### src/rtl/t03_fetch_pkg.sv
// Shared types and constants for the t03 instruction fetch stage.
package t03_fetch_pkg;

    localparam int unsigned INST_W  = 32;
    localparam int unsigned ADDR_W  = 32;
    localparam int unsigned TIMER_W = 8;

    localparam logic [INST_W-1:0] NOP_INST = 32'h0000_0013;

    typedef enum logic [1:0] {
        IDLE  = 2'd0,
        REQ   = 2'd1,
        VALID = 2'd2,
        FAULT = 2'd3
    } fetch_state_t;

    // Payload presented to the decoder.
    typedef struct packed {
        logic [INST_W-1:0] inst;
        logic [ADDR_W-1:0] pc;
        logic [ADDR_W-1:0] pc_plus4;
    } fetch_pkt_t;

    function automatic logic [ADDR_W-1:0] word_align(input logic [ADDR_W-1:0] a);
        return a & ~ADDR_W'(3);
    endfunction

endpackage

### src/rtl/t03_fetch_timer.sv
// Request timeout counter: clear has priority over count; expire_c flags the last allowed cycle.
module t03_fetch_timer
    import t03_fetch_pkg::*;
#(
    parameter int unsigned LIMIT = 255
) (
    input  logic clk,
    input  logic nRst,
    input  logic clear,
    input  logic count,
    output logic expire_c
);

    logic [TIMER_W-1:0] cnt_q;
    logic [TIMER_W-1:0] cnt_d;

    always_comb begin
        cnt_d = cnt_q;
        if (clear) begin
            cnt_d = '0;
        end else if (count) begin
            cnt_d = cnt_q + TIMER_W'(1);
        end
    end

    always_ff @(posedge clk or negedge nRst) begin
        if (!nRst) begin
            cnt_q <= '0;
        end else begin
            cnt_q <= cnt_d;
        end
    end

    assign expire_c = (cnt_q == TIMER_W'(LIMIT - 1));

endmodule

### src/rtl/t03_fetch.sv
// Instruction fetch stage: one-word req/ack fetch, redirect, stall, timeout and sticky fault.
// Define T03_FETCH_MISALIGN_TRAP_EN to fault on misaligned redirect targets instead of aligning them.
module t03_fetch
    import t03_fetch_pkg::*;
#(
    parameter logic [ADDR_W-1:0] RESET_PC       = 32'h0000_0000,
    parameter int unsigned       TIMEOUT_CYCLES = 255
) (
    input  logic              clk,
    input  logic              nRst,
    input  logic              en,
    input  logic              stall,
    input  logic              redirect,
    input  logic [ADDR_W-1:0] redirect_pc,
    output logic              imem_req,
    output logic [ADDR_W-1:0] imem_addr,
    input  logic              imem_ack,
    input  logic [INST_W-1:0] imem_rdata,
    output logic [INST_W-1:0] inst,
    output logic              inst_valid,
    output logic [ADDR_W-1:0] pc,
    output logic [ADDR_W-1:0] pc_plus4,
    output logic              fetch_fault
);

    fetch_state_t      state_q, state_d;
    logic [ADDR_W-1:0] fetch_pc_q, fetch_pc_d;
    logic [INST_W-1:0] ir_q, ir_d;
    fetch_pkt_t        pkt_q, pkt_d;
    logic              req_q, req_d;
    logic              valid_q, valid_d;
    logic              fault_q, fault_d;

    logic              expire_c;
    logic              timer_clear_c;
    logic              timer_count_c;
    logic [ADDR_W-1:0] redir_tgt_c;
    logic              misalign_c;

`ifdef T03_FETCH_MISALIGN_TRAP_EN
    assign redir_tgt_c = redirect_pc;
    assign misalign_c  = |redirect_pc[1:0];
`else
    assign redir_tgt_c = word_align(redirect_pc);
    assign misalign_c  = 1'b0;
`endif

    // Timer runs only while a request is outstanding; an accepted ack or redirect restarts it.
    assign timer_count_c = (state_q == REQ);
    assign timer_clear_c = (state_q != REQ) || redirect || imem_ack;

    t03_fetch_timer #(
        .LIMIT (TIMEOUT_CYCLES)
    ) u_timer (
        .clk      (clk),
        .nRst     (nRst),
        .clear    (timer_clear_c),
        .count    (timer_count_c),
        .expire_c (expire_c)
    );

    always_comb begin
        state_d        = state_q;
        fetch_pc_d     = fetch_pc_q;
        ir_d           = ir_q;
        pkt_d          = pkt_q;

        unique case (state_q)
            IDLE: begin
                if (en) begin
                    state_d = REQ;
                end
            end
            REQ: begin
                // Redirect wins over a same-cycle ack; the returned word is dropped.
                if (redirect) begin
                    if (misalign_c) begin
                        state_d = FAULT;
                    end else begin
                        fetch_pc_d = redir_tgt_c;
                    end
                end else if (imem_ack) begin
                    ir_d       = imem_rdata;
                    pkt_d.pc   = fetch_pc_q;
                    fetch_pc_d = fetch_pc_q + ADDR_W'(4);
                    state_d    = VALID;
                end else if (expire_c) begin
                    state_d = FAULT;
                end
            end
            VALID: begin
                if (redirect) begin
                    if (misalign_c) begin
                        state_d = FAULT;
                    end else begin
                        fetch_pc_d = redir_tgt_c;
                        state_d    = REQ;
                    end
                end else if (stall) begin
                    state_d = VALID;
                end else if (en) begin
                    state_d = REQ;
                end else begin
                    state_d = IDLE;
                end
            end
            FAULT: begin
                state_d = FAULT;
            end
            default: begin
                state_d = IDLE;
            end
        endcase

        // Outputs are decoded from the next state so they register alongside it.
        req_d          = (state_d == REQ);
        valid_d        = (state_d == VALID);
        fault_d        = (state_d == FAULT);
        pkt_d.inst     = (state_d == VALID) ? ir_d : NOP_INST;
        pkt_d.pc_plus4 = pkt_d.pc + ADDR_W'(4);
    end

    always_ff @(posedge clk or negedge nRst) begin
        if (!nRst) begin
            state_q        <= IDLE;
            fetch_pc_q     <= RESET_PC;
            ir_q           <= NOP_INST;
            pkt_q.inst     <= NOP_INST;
            pkt_q.pc       <= RESET_PC;
            pkt_q.pc_plus4 <= RESET_PC + ADDR_W'(4);
            req_q          <= 1'b0;
            valid_q        <= 1'b0;
            fault_q        <= 1'b0;
        end else begin
            state_q    <= state_d;
            fetch_pc_q <= fetch_pc_d;
            ir_q       <= ir_d;
            pkt_q      <= pkt_d;
            req_q      <= req_d;
            valid_q    <= valid_d;
            fault_q    <= fault_d;
        end
    end

    assign imem_req    = req_q;
    assign imem_addr   = fetch_pc_q;
    assign inst        = pkt_q.inst;
    assign inst_valid  = valid_q;
    assign pc          = pkt_q.pc;
    assign pc_plus4    = pkt_q.pc_plus4;
    assign fetch_fault = fault_q;

endmodule

### config.mk
export PLATFORM = sky130hd
export DESIGN_NAME = t03_fetch
export DESIGN_NICKNAME = d
export VERILOG_FILES = /design/src/rtl/t03_fetch_pkg.sv /design/src/rtl/t03_fetch_timer.sv /design/src/rtl/t03_fetch.sv
export SDC_FILE = /design/constraint.sdc
export NUM_CORES = 1
export LEC_CHECK = 0
export CAP_MARGIN = 10
export CORE_AREA = 4 4 125 127
export DETAILED_ROUTE_END_ITERATION = 12
export DIE_AREA = 0 0 129 131
export PLACE_DENSITY = 0.85
export RECOVER_POWER = 50
export REMOVE_ABC_BUFFERS = 1
export SETUP_SLACK_MARGIN = 0.3
export SYNTH_ARGS = -nofsm -noshare
export SYNTH_HDL_FRONTEND = slang
export SYNTH_SLANG_ARGS = --single-unit
### constraint.sdc
create_clock -name clk -period 6.2 [get_ports clk]
set_input_delay 1.24 -clock clk [delete_from_list [all_inputs] [get_ports clk]]
set_output_delay 1.24 -clock clk [all_outputs]
set_load 0.03 [all_outputs]
# Word level (Yosys, flattened, before mapping)
# Index checks and enable logic that the tools add are counted.
# op_classes
reduce_logical,6
n_eq_ne,10
n_addsub,3
n_mux,21
# op_table
operator,n
2-to-1 mux 32 bit,10
adder 32 x 3 -> 32 bit (second input constant),2
one-hot mux 32 bit (2 select lines),1
2-to-1 mux 8 bit,2
2-to-1 mux 2 bit,6
adder 8 x 1 -> 8 bit (second input constant),1
== test 2 bit (second input constant),4
== test 8 bit (second input constant),1
one-hot mux 2 bit (4 select lines),1
== test 2 x 1 -> 1 bit (second input constant),2
nonzero test 2 bit,2
inequality test 3 bit (second input constant),1
AND reduction 3 bit,1
zero test 2 bit,1
logical OR 1 bit,2
inequality test 2 x 1 -> 1 bit (second input constant),1
inequality test 2 bit (second input constant),1
2-to-1 mux 1 bit,1
# word_totals
wordCells,50
reg_bits,173

# Logic depth before layout (Yosys ltp)
# logic_depth
depth_word,7
depth_mapped,13

# Cells and area by module
# From an unflattened synthesis, not the netlist that was laid out.
# unflattened
hier_cells,798
hier_area_um2,7616.1
# modules_own_cells
module,seq_area_each_um2,area_each_um2,instances,cells_each
t03_fetch,4012.6,7205.7,1,757
t03_fetch_timer,200.2,410.4,1,41

# Worst setup path before layout
# No wires, ideal clock.
# synth_path
path_kind,input port to flip-flop
start,in redirect
end,reg pc_plus4[18] (netlist name)
n_path_buf,6
required_ns,6.070
cell_stages,13
setup_slack_ns,2.416
t_arrival_ns,3.655
path_cell_list,buf_2 -> and4bb_1 -> buf_6 -> clkbuf_1 -> clkbuf_1 -> buf_2 -> nand2_1 -> nand2_1 -> ha_1 -> o21a_1 -> clkbuf_1 -> a21bo_2 -> xnor2_1
# synth_lines
item,line,rtl
"start, declared",t03_fetch.sv:13,"input logic redirect,"

==> run metrics <==
status=finished with violations; failing checks=capacitance limit, slew limit; RSZ-0062 raised after global routing=false; Routed met2 length=10.1 mm; antenna-violating nets left=0; Routed WL per cell=18.1 um; antenna violations before repair=0; Post-CTS Resized=0; diode count=0; Clock Latency Late Sink=0.43 ns; Min Hold Slack=0.463 ns; Peak Freq=0.237 GHz; Worst Path Required=6.51 ns; CTS Root Cell=clkbuf_16; WL met3=1.82 mm; # placed instances=1135; DRT iter0 DRCs=548; Post-synth EDFFs=0; CP arrival=4.53 ns; DR pass1 iterations=6; Slew Viols, Final=111; Horiz. Die Dim=129 um; H-tree depth=4; Yosys warning total=0; max-cap viol count=1; Area Overhead vs Synth=33.9%; crit end category=async pin; global-route wire length before repair=33.7 mm; via/cell ratio=5.69; hold_buf cts=0; Slew HR=-85.3%; reg-to-reg setup timing slack=3.40 ns; Clock Skew=0.0128 ns; CP peak stage delay=1.85 ns; CTS Buf Count=17; IO Pins=201; non-filler instance count after layout=1167; CP startpoint kind=primary input; P_leak=4.49 nW; worst path bufs/invs=2; period utilization=68.1%; Initial Utilization=52.4%; post-route design area=10100 um2; largest net degree at the start of global routing=111; fraction of layout cells with a size suffix above 1=5.90%; Core Util, Final=70.2%; Rows=44; Top Layer Used=met4; nets=1044; Global Route Usage Sum=25.3%; worst slew pin tran=2.78 ns; leading cell type in the layout, fill and taps excluded=nand2_1; async set or reset register ratio after synthesis=100%; Seq cells post-synth=168; number of clock sinks=168; Power per Cell Area=527 nW/um2; ys flop type=dfrtp_1; core area=14400 um2; post-synth cell types=59; CTS tree=built; DR DRC count=0; hold crit path type=reg -> reg; gpl congestion=0.864; Mapped Avg Cell Area=9.37 um2; Crit path max-delay family=buffers and inverters; part of the Yosys area used for sequential elements=55.7%; WL final=21.1 mm; Hold Fails Final Rpt=0; postcts setup bufs=0; Bufs on Longest Clock Path=2; cell area after synthesis=7560 um2; final setup vio count=0; commonest non-fill, non-tap cells in the layout=nand2_1, dfrtp_1, clkdlybuf4s50_1; die area=16900 um2; CP max stage cell=clkbuf_2; Crit Path Max Fanout=110; Final min period=4.22 ns; DR vias=6644; DP Wirelength=14.1 mm; CP Cell Sequence=clkbuf_2, clkbuf_2; number of global-route vias before repair=6494; Peak VDD IR=0.360 mV; final setup TNS=0 ns; DIE HEIGHT=131 um; remaining global-route overflow=0; DRT met1 WL=8.99 mm; DP Area=9570 um2; Crit Path Class=in -> async; Post-Syn Instances=807; IO buf count=196; clk slew on worst S/H paths=0.06 ns; most frequent CP cell=clkbuf_2
==> cell families after synthesis <==
kind of cell               after synthesis  share of synthesized area [%]
DFF                                    168                           55.7
xor gates and xnor gates                30                           3.47
buffers and inverters                   73                           4.17
and+or+nand+nor                        365                           22.2
AOI/OAI and AO/OA                      160                           12.9
other                                    1                         0.0496
adders and majority gates                4                          0.662
muxes                                    6                          0.794
==> state kept, by name (all words and copies together), names as in the netlist <==
name	cells
state_q	2
inst_valid	1
imem_addr	30
pc	30
imem_req	1
fetch_fault	1
pc_plus4	31
ir_q	32
inst	32
u_timer.cnt_q	8
==> path summary, 6_finish.rpt <==
kind,startpoint,end,cells after the start
setup reg to reg,state_q[1],inst[4],6
hold reg to reg,ir_q[4],ir_q[4],2
min in group asynchronous,nRst,inst[5],1
setup / recovery,nRst,inst[29],2
hold / removal,ir_q[4],ir_q[4],2
max in group clk,redirect,inst[7],7
==> final cells by class <==
type	count	area, um2
clock inverters	11	110
clock buffers	21	470
repair buffers	202	2000
flip-flops and latches	168	4210
multi-input cells	567	3050
well taps	184	230
inverters	14	52.6
fillers	1100	4290
==> through the flow <==
step / setup slack (ns) / power, W
after floorplan: 1.54 / 0.00327
after global placement: 2.11 / 0.00429
after detailed placement: 2.08 / 0.00434
after CTS: 2.51 / 0.00540
after global routing: 1.25 / 0.00563
final: 1.98 / 0.00534
==> power by group <==
part	internal [W]	switching (W)
combinational	0.000893	0.00147
clock	0.000590	0.000450
sequential	0.00153	0.000400
==> worst register-to-register path: cells and delay by family (launching register included) <==
| family | cells | cell delay [ns] |
|---|---|---|
| simple gates | 3 | 1.30 |
| buf+inv | 2 | 0.86 |
| flops | 1 | 0.45 |
| compound gates | 1 | 0.11 |
==> layer usage <==
layer  vias up  track usage, %
met5         -               0
met4         0            8.46
met3        26            6.18
met2       332            40.0
met1      3170            34.5
li1       3116               -
==> Yosys cell counts, types with 3 or more instances <==
cell       instances  share of area [%]
nand2_1          197                9.8
dfrtp_1          161                 53
a21oi_1           75                5.0
clkbuf_1          41                2.0
nor2_1            40                2.0
nand3_1           36                2.4
nand4_1           31                2.6
o21ai_0           26                1.7
xnor2_1           18                2.1
inv_1             14               0.69
nor3_1            14               0.93
o22ai_1           12               0.99
xor2_1            12                1.4
buf_2              9               0.60
and2_1             8               0.66
and4_1             8               0.93
dfstp_2            7                2.4
a31oi_1            6               0.50
and3_1             6               0.50
mux2i_1            6               0.79
o21a_1             6               0.60
o22a_1             6               0.69
a2bb2oi_1          5               0.58
buf_4              5               0.50
ha_1               4               0.66
nor4_1             4               0.33
or4_1              4               0.40
a21o_1             3               0.30
clkbuf_2           3               0.20
or2_2              3               0.25
or3_1              3               0.25
Note: power is estimated with default switching activity, not from simulation.
